--- src/rtl/alu_issue_ctrl.sv ---
// Issue stage for the registered 4-bit ALU: command FIFO, one issue per cycle,
// 2-entry tagged result buffer with credit-based throttling against backpressure.
module alu_issue_ctrl #(
  parameter int DEPTH = 4,
  parameter int TAG_W = 3
) (
  input  logic             clk,
  input  logic             reset,
  input  logic             in_valid,
  output logic             in_ready,
  input  logic [1:0]       in_opcode,
  input  logic [3:0]       in_a,
  input  logic [3:0]       in_b,
  output logic [1:0]       alu_opcode,
  output logic [3:0]       alu_a,
  output logic [3:0]       alu_b,
  input  logic [4:0]       alu_c,
  output logic             res_valid,
  input  logic             res_ready,
  output logic [4:0]       res_data,
  output logic [TAG_W-1:0] res_tag,
  output logic             busy
);

  localparam int AW = $clog2(DEPTH);
  localparam logic [AW:0] FULL = (AW+1)'(DEPTH);

  logic [1:0]       f_op [DEPTH];
  logic [3:0]       f_a  [DEPTH];
  logic [3:0]       f_b  [DEPTH];
  logic [AW-1:0]    wr_ptr, rd_ptr;
  logic [AW:0]      fifo_count;

  logic             pending;
  logic [TAG_W-1:0] pend_tag, tag_cnt;

  logic [4:0]       rb_data [2];
  logic [TAG_W-1:0] rb_tag  [2];
  logic             rb_wr, rb_rd;
  logic [1:0]       res_count;

  logic             push, issue, res_pop;
  logic [2:0]       in_flight;

  assign in_ready  = (fifo_count < FULL);
  assign push      = in_valid && in_ready;
  assign res_valid = (res_count != 2'd0);
  assign res_pop   = res_valid && res_ready;
  assign res_data  = rb_data[rb_rd];
  assign res_tag   = rb_tag[rb_rd];
  assign busy      = (fifo_count != '0) || pending || res_valid;

  // A slot freed by this cycle's pop can be reused by this cycle's issue,
  // which is what keeps a full-rate stream running with only two credits.
  assign in_flight = {1'b0, res_count} + {2'b0, pending};
  assign issue     = (fifo_count != '0) && (in_flight < (3'd2 + {2'b0, res_pop}));

  always_comb begin
    alu_opcode = 2'd0;
    alu_a      = 4'd0;
    alu_b      = 4'd0;
    if (issue) begin
      alu_opcode = f_op[rd_ptr];
      alu_a      = f_a[rd_ptr];
      alu_b      = f_b[rd_ptr];
    end
  end

  always_ff @(posedge clk) begin
    if (push) begin
      f_op[wr_ptr] <= in_opcode;
      f_a[wr_ptr]  <= in_a;
      f_b[wr_ptr]  <= in_b;
    end
  end

  always_ff @(posedge clk or posedge reset) begin
    if (reset) begin
      wr_ptr     <= '0;
      rd_ptr     <= '0;
      fifo_count <= '0;
      pending    <= 1'b0;
      pend_tag   <= '0;
      tag_cnt    <= '0;
    end else begin
      if (push)  wr_ptr <= wr_ptr + 1'b1;
      if (issue) rd_ptr <= rd_ptr + 1'b1;
      case ({push, issue})
        2'b10:   fifo_count <= fifo_count + 1'b1;
        2'b01:   fifo_count <= fifo_count - 1'b1;
        default: ;
      endcase
      pending <= issue;
      if (issue) begin
        pend_tag <= tag_cnt;
        tag_cnt  <= tag_cnt + 1'b1;
      end
    end
  end

  // alu_c is the ALU register output for the op issued last cycle.
  always_ff @(posedge clk or posedge reset) begin
    if (reset) begin
      for (int i = 0; i < 2; i++) begin
        rb_data[i] <= '0;
        rb_tag[i]  <= '0;
      end
      rb_wr     <= 1'b0;
      rb_rd     <= 1'b0;
      res_count <= 2'd0;
    end else begin
      if (pending) begin
        rb_data[rb_wr] <= alu_c;
        rb_tag[rb_wr]  <= pend_tag;
        rb_wr          <= ~rb_wr;
      end
      if (res_pop) rb_rd <= ~rb_rd;
      case ({pending, res_pop})
        2'b10:   res_count <= res_count + 2'd1;
        2'b01:   res_count <= res_count - 2'd1;
        default: ;
      endcase
    end
  end

endmodule

--- config.mk ---
export PLATFORM = sky130hd
export DESIGN_NAME = alu_issue_ctrl
export DESIGN_NICKNAME = d
export VERILOG_FILES = /design/src/rtl/alu_issue_ctrl.sv
export SDC_FILE = /design/constraint.sdc
export NUM_CORES = 1
export LEC_CHECK = 0
export ABC_AREA = 1
export BUFFER_PORTS_ARGS = -buffer_cell sky130_fd_sc_hd__buf_2
export CAP_MARGIN = 20
export CORE_UTILIZATION = 36
export CTS_CLUSTER_SIZE = 16
export DETAILED_ROUTE_END_ITERATION = 8
export PLACE_DENSITY = 0.52
export SETUP_SLACK_MARGIN = 0.1
export SYNTH_ARGS = -nofsm -noshare
export SYNTH_HDL_FRONTEND = slang
export SYNTH_SLANG_ARGS = --single-unit
--- constraint.sdc ---
create_clock -name clk -period 2.6 [get_ports clk]
set_clock_uncertainty 0.15 [all_clocks]
set_input_delay 0.26 -clock clk [delete_from_list [all_inputs] [get_ports clk]]
set_output_delay 0.26 -clock clk [all_outputs]
set_load 0.005 [all_outputs]
After elaboration in Yosys (flattened, before gate mapping)
Memory sizes are Yosys's and may differ from the RTL's.
Cells that the tools add are included.

word-level totals
  bits in registers = 34
  bits in writable memories = 40
  bits of input ports = 19
  output and inout bits = 21
  memories = 3

memories
  name  depth  bits a word  read ports  clocked after Yosys merged registers in  write ports  line  RTL
  f_a   4      4            1           0                                        1            29    logic [3:0] f_a [DEPTH];
  f_b   4      4            1           0                                        1            30    logic [3:0] f_b [DEPTH];
  f_op  4      2            1           0                                        1            28    logic [1:0] f_op [DEPTH];

cells by class
  add/sub/neg operators = 9
  order comparisons = 5
  equality and inequality tests = 4
  mux-type cells = 19
  bitwise logic cells = 4
  reduce and logical (&&, ||, !) cells = 10

operator list
  cell                 number
  $mux 5               4
  $mux 3               4
  $bwmux 10            1
  $mux 4               2
  $add 2x1->2 const B  3
  $add 3x1->3 const B  2
  $bwmux 6             1
  $pmux 3 s2           1
  $reduce_bool 2->1    3
  $demux 5 s1          1
  $eq 2x1->1 const B   2
  $eq 2x2->1 const B   2
  $ge 2x2->1 const B   2
  $logic_and 1x1->1    4
  $not 1->2            2
  $pmux 2 s2           1
  $add 2x1->3          1
  $add 2x1->3 const A  1
  $demux 3 s1          1
  $lt 3x3->1           1
  $lt 3x3->1 const B   1
  $reduce_bool 3->1    1
  $sub 3x1->3 const B  1
  $logic_or 1x1->1     2
  5 further kinds      7

Depth between registers and ports, before layout
  depth after elaboration = 7
  depth in mapped cells = 13
  depth with buffers taken out = 12

Worst setup path before layout
OpenSTA, ideal clock, no wires.

  path type = reg2reg
  from = reg res_count[0]
  to = reg fifo_count[2]
  library setup time = 0.131 ns
  arrival = 2.285 ns
  data required time = 2.319 ns
  setup slack = 0.035 ns
  cell stages (with the launch flop) = 13
  path buffers = 1
  period minus slack after synthesis = 2.565 ns
  cell sequence = dfrtp_1 -> ha_1 -> ha_1 -> nand2_8 -> nand3_4 -> buf_6 -> inv_1 -> ha_1 -> inv_1 -> fa_1 -> a21oi_1 -> o21ai_0 -> xor2_1

between the ends
  cells in the longest elaborated chain, start to end = 7

ends and longest elaborated chain
  what                                             line  RTL
  from (decl)                                      40    logic [1:0] res_count;
  from (signal assigned)                           119   2'b10: res_count <= res_count + 2'd1;
  from (signal assigned)                           120   2'b01: res_count <= res_count - 2'd1;
  $reduce_bool 2->1                                47    assign res_valid = (res_count != 2'd0);
  $logic_and 1x1->1                                48    assign res_pop = res_valid && res_ready;
  $add 2x1->3                                      56    assign issue = (fifo_count != '0) && (in_flight < (3'd2 + {2'b0, res_pop}));
  $lt 3x3->1 *                                     56
  $logic_and 1x1->1 *                              56
  named net issue                                  42    logic push, issue, res_pop;
  $eq 2x1->1 or $eq 2x2->1 (tied branches)         88    case ({push, issue})
  $pmux 3 s2 or $reduce_bool 2->1 (tied branches)  --
  to (signal assigned)                             89    2'b10: fifo_count <= fifo_count + 1'b1;
  to (signal assigned)                             90    2'b01: fifo_count <= fifo_count - 1'b1;
  to (decl)                                        32    logic [AW:0] fifo_count;

The timed path passes the listed nets; every way through them passes the cells marked *.
A chain may end at the register's enable or synchronous reset.

Worst setup path after layout
  from = reg pending
  to = reg fifo_count[2]

between the ends
  cells in the longest elaborated chain, start to end = 5

ends and longest elaborated chain
  what                                             line  RTL
  from (decl)                                      34    logic pending;
  from (signal assigned)                           93    pending <= issue;
  $add 2x1->3 *                                    55    assign in_flight = {1'b0, res_count} + {2'b0, pending};
  $lt 3x3->1 *                                     56
  $logic_and 1x1->1 *                              56
  named net issue                                  42
  $eq 2x1->1 or $eq 2x2->1 (tied branches)         88
  $pmux 3 s2 or $reduce_bool 2->1 (tied branches)  --

Marked as above.

==> reports/qor.txt <==
status: complete, no violations
port bufs: 39
Critical Path RT: 2.66 ns
critical path class: reg -> reg
vias per cell: 4.53
Post-Syn Area per Cell: 10.3 µm²
TritonRoute pass-1 iters: 4
Final Setup Violations: 0
crit path from: pending
Clk pwr share: 17.3%
gate count of the mapped netlist: 318
register area share after synthesis: 62.8%
worst reg2reg setup slack: 0.27 ns
Syn Nets: 347
fmax: 430 MHz
Fin. Hold Viols: 0
first-pass GRT wire length: 10.5 mm
core area: 0.00876 mm²
Least-Margin Pin Slew: 0.585 ns
post-route ant nets: 0
fin crit share: 89.5%
Crit path arrival time: 2.39 ns
Layout Nets: 407
share of power burned in registers: 37.4%
Rows: 34
total grt overflow: 0
switch share: 39.7%
Leak: 1.78 nW
clock slew seen by the registers of the worst setup and hold paths: 0.07 ns
number of remaining DRC errors: 0
internal power: 2.91 mW
Final min period: 2.33 ns
unrepaired setup endpoints after global routing: no
Pwr Total: 4.83 mW
Worst Hold Launch: alu_c[0]
clock sink count: 74
Overall Global Routing Usage: 14.2%
Starting Density: 37.3%
worst min path class: in -> reg
total CTS buffers: 9
DR vias: 2,226
area grow syn2layout: 20.2%
DR iter-0 viols: 112
post-DP HPWL: 3.83 mm
diodes inserted: 0
worst vdd ir: 0.364 mV
GP Congestion: 0.699
Max Slew Vio Count: 0
YS warnings: 0
initial antenna violation count: 0
Synth Flop Type: edfxtp_1
Yosys cell types: 24
CP max FO: 9
vias in the first global route: 2,218
largest net degree at the start of global routing: 35
Die W: 97.3 µm
CTS root buffer: clkbuf_8
CTS tree: done
final core utilization: 44.8%
Clock Latency Late Sink: 0.33 ns
CTS H-tree depth: 3
critical path endpoint category: flip-flop
Post-Route Setup TNS: 0 ns
combinational power share: 45.4%
MaxCap Viol Count: 0
per-cell routed wire length: 12.3 µm
layout cell share with drive strength beyond 1: 19.1%
register bit total from synthesis: 74
Post-synth EDFFs: 40
Critical Path Start Type: flip-flop
net switching power: 1.92 mW
Top Ports: 40
Die Footprint: 0.00947 mm²
Clock Path Buffers: 2
Routed Wire Length: 6.05 mm
Slew HR: 61.0%
ys async rst share: 45.9%
die height: 97.3 µm
Syn Std Cell Area: 0.00327 mm²
worst r2r src: pending
Pwr Density: 1230 mW/mm²
[per-layer routing]
layer	global-route usage (%)	share of wire, %	vias up
li1	-	-	1157
met1	19.1	50	1031
met2	22.1	45	32
met3	3.81	3.3	6
met4	5.09	1.1	0
met5	0	0	-
[repair_timing]
| item | 4_1_cts | 5_1_grt |
|---|---|---|
| hold buffers | 11 | 0 |
| setup buffers | 0 | 2 |
| endpoints found under the hold margin | 74 | 0 |
| endpoints found under the setup margin | 0 | 2 |
| resized for setup | 0 | 3 |
[synth_stat cells, types with 2 or more instances]
cell type  count  share of area [%]
o21ai_0       39                6.0
nor2_1        46                5.3
buf_2          4               0.61
a21oi_1        3               0.46
inv_2          2               0.23
nand2_1       62                7.1
xor2_1         6                1.6
xnor2_1        2               0.54
nand4_1        8                1.5
buf_6          2               0.69
nand3_4        2                1.1
clkbuf_1       5               0.57
ha_1           9                3.4
inv_1         36                4.1
dfrtp_1       34                 26
edfxtp_1      40                 37
clkinv_1       2               0.23
o21ai_1       10                1.5
[power groups by stage]
stage	clock (mW)	combinational, mW	sequential (mW)
floorplan	0	1.61	1.76
global placement	0	2.14	1.82
detailed placement	0	2.17	1.83
CTS	0.868	2.20	1.81
global route	0.907	2.56	1.85
finish	0.834	2.19	1.80
[cell usage in the layout, fill, tap and decap left out, types with 2 or more instances in the layout]
cell type,instances
buf_2,39
nor2_1,46
dfrtp_1,33
o21ai_0,39
nand4_1,8
inv_2,2
clkbuf_8,9
clkinvlp_4,3
inv_1,35
nand2_1,62
edfxtp_1,40
nand3_4,2
buf_4,10
dlygate4sd3_1,11
ha_1,8
a21oi_1,3
xnor2_1,2
o21ai_1,10
xor2_1,6
clkinv_1,4
[path summary, 6_finish.rpt]
path,to,depth (start not counted)
setup / recovery,fifo_count[2],12
hold / removal,rb_data[5],3
setup reg to reg,fifo_count[2],12
max in group asynchronous,res_count[0],4
min in group asynchronous,rb_wr,4
hold reg to reg,fifo_count[0],1
[critical path: stages (launching register included)]
cell and delay (ns):
dfrtp_1 0.40, ha_1 0.29, inv_1 0.09, nand3_4 0.10, nand2_8 0.10, nand3_4 0.06, inv_1 0.08, ha_1 0.14
inv_1 0.07, fa_2 0.34, a21oi_1 0.13, o21ai_0 0.11, xor2_1 0.15
[cell type report]
cell class,instances,area (µm²)
clock buffer,10,128
multi-input combinational,193,1020
timing repair buffer,60,380
tap,108,135
inverter,40,154
sequential,74,2050
clock inverter,6,57.6
fill,854,4830
[per-stage QoR]
step	std cells	setup slack, ns	hold WS (ns)	area, µm²
after CTS	489	0.170	0.0114	3910
after global placement	462	0.242	0.236	3610
after detailed placement	462	0.185	0.237	3610
final	491	0.272	0.0289	3930
after global routing	491	0.147	0.0250	3930
after floorplan	318	0.130	0.209	3280
[sequential cells by signal (all words and copies together) (netlist names), 2 cells and up]
| register | flops |
|---|---|
| f_a | 16 |
| f_b | 16 |
| f_op | 8 |
| fifo_count | 3 |
| pend_tag | 3 |
| rb_data | 10 |
| rb_tag | 6 |
| rd_ptr | 2 |
| res_count | 2 |
| tag_cnt | 3 |
| wr_ptr | 2 |
[logic make-up after synthesis]
| group | after synthesis | share of synthesized area, % |
|---|---|---|
| and+or+nand+nor | 123 | 16.6 |
| DFF | 74 | 62.8 |
| AOI/OAI and AO/OA | 52 | 7.96 |
| buffers and inverters | 51 | 6.47 |
| adders and majority gates | 10 | 4.06 |
| xor gates and xnor gates | 8 | 2.14 |
Power figures use the tool's default switching activity.
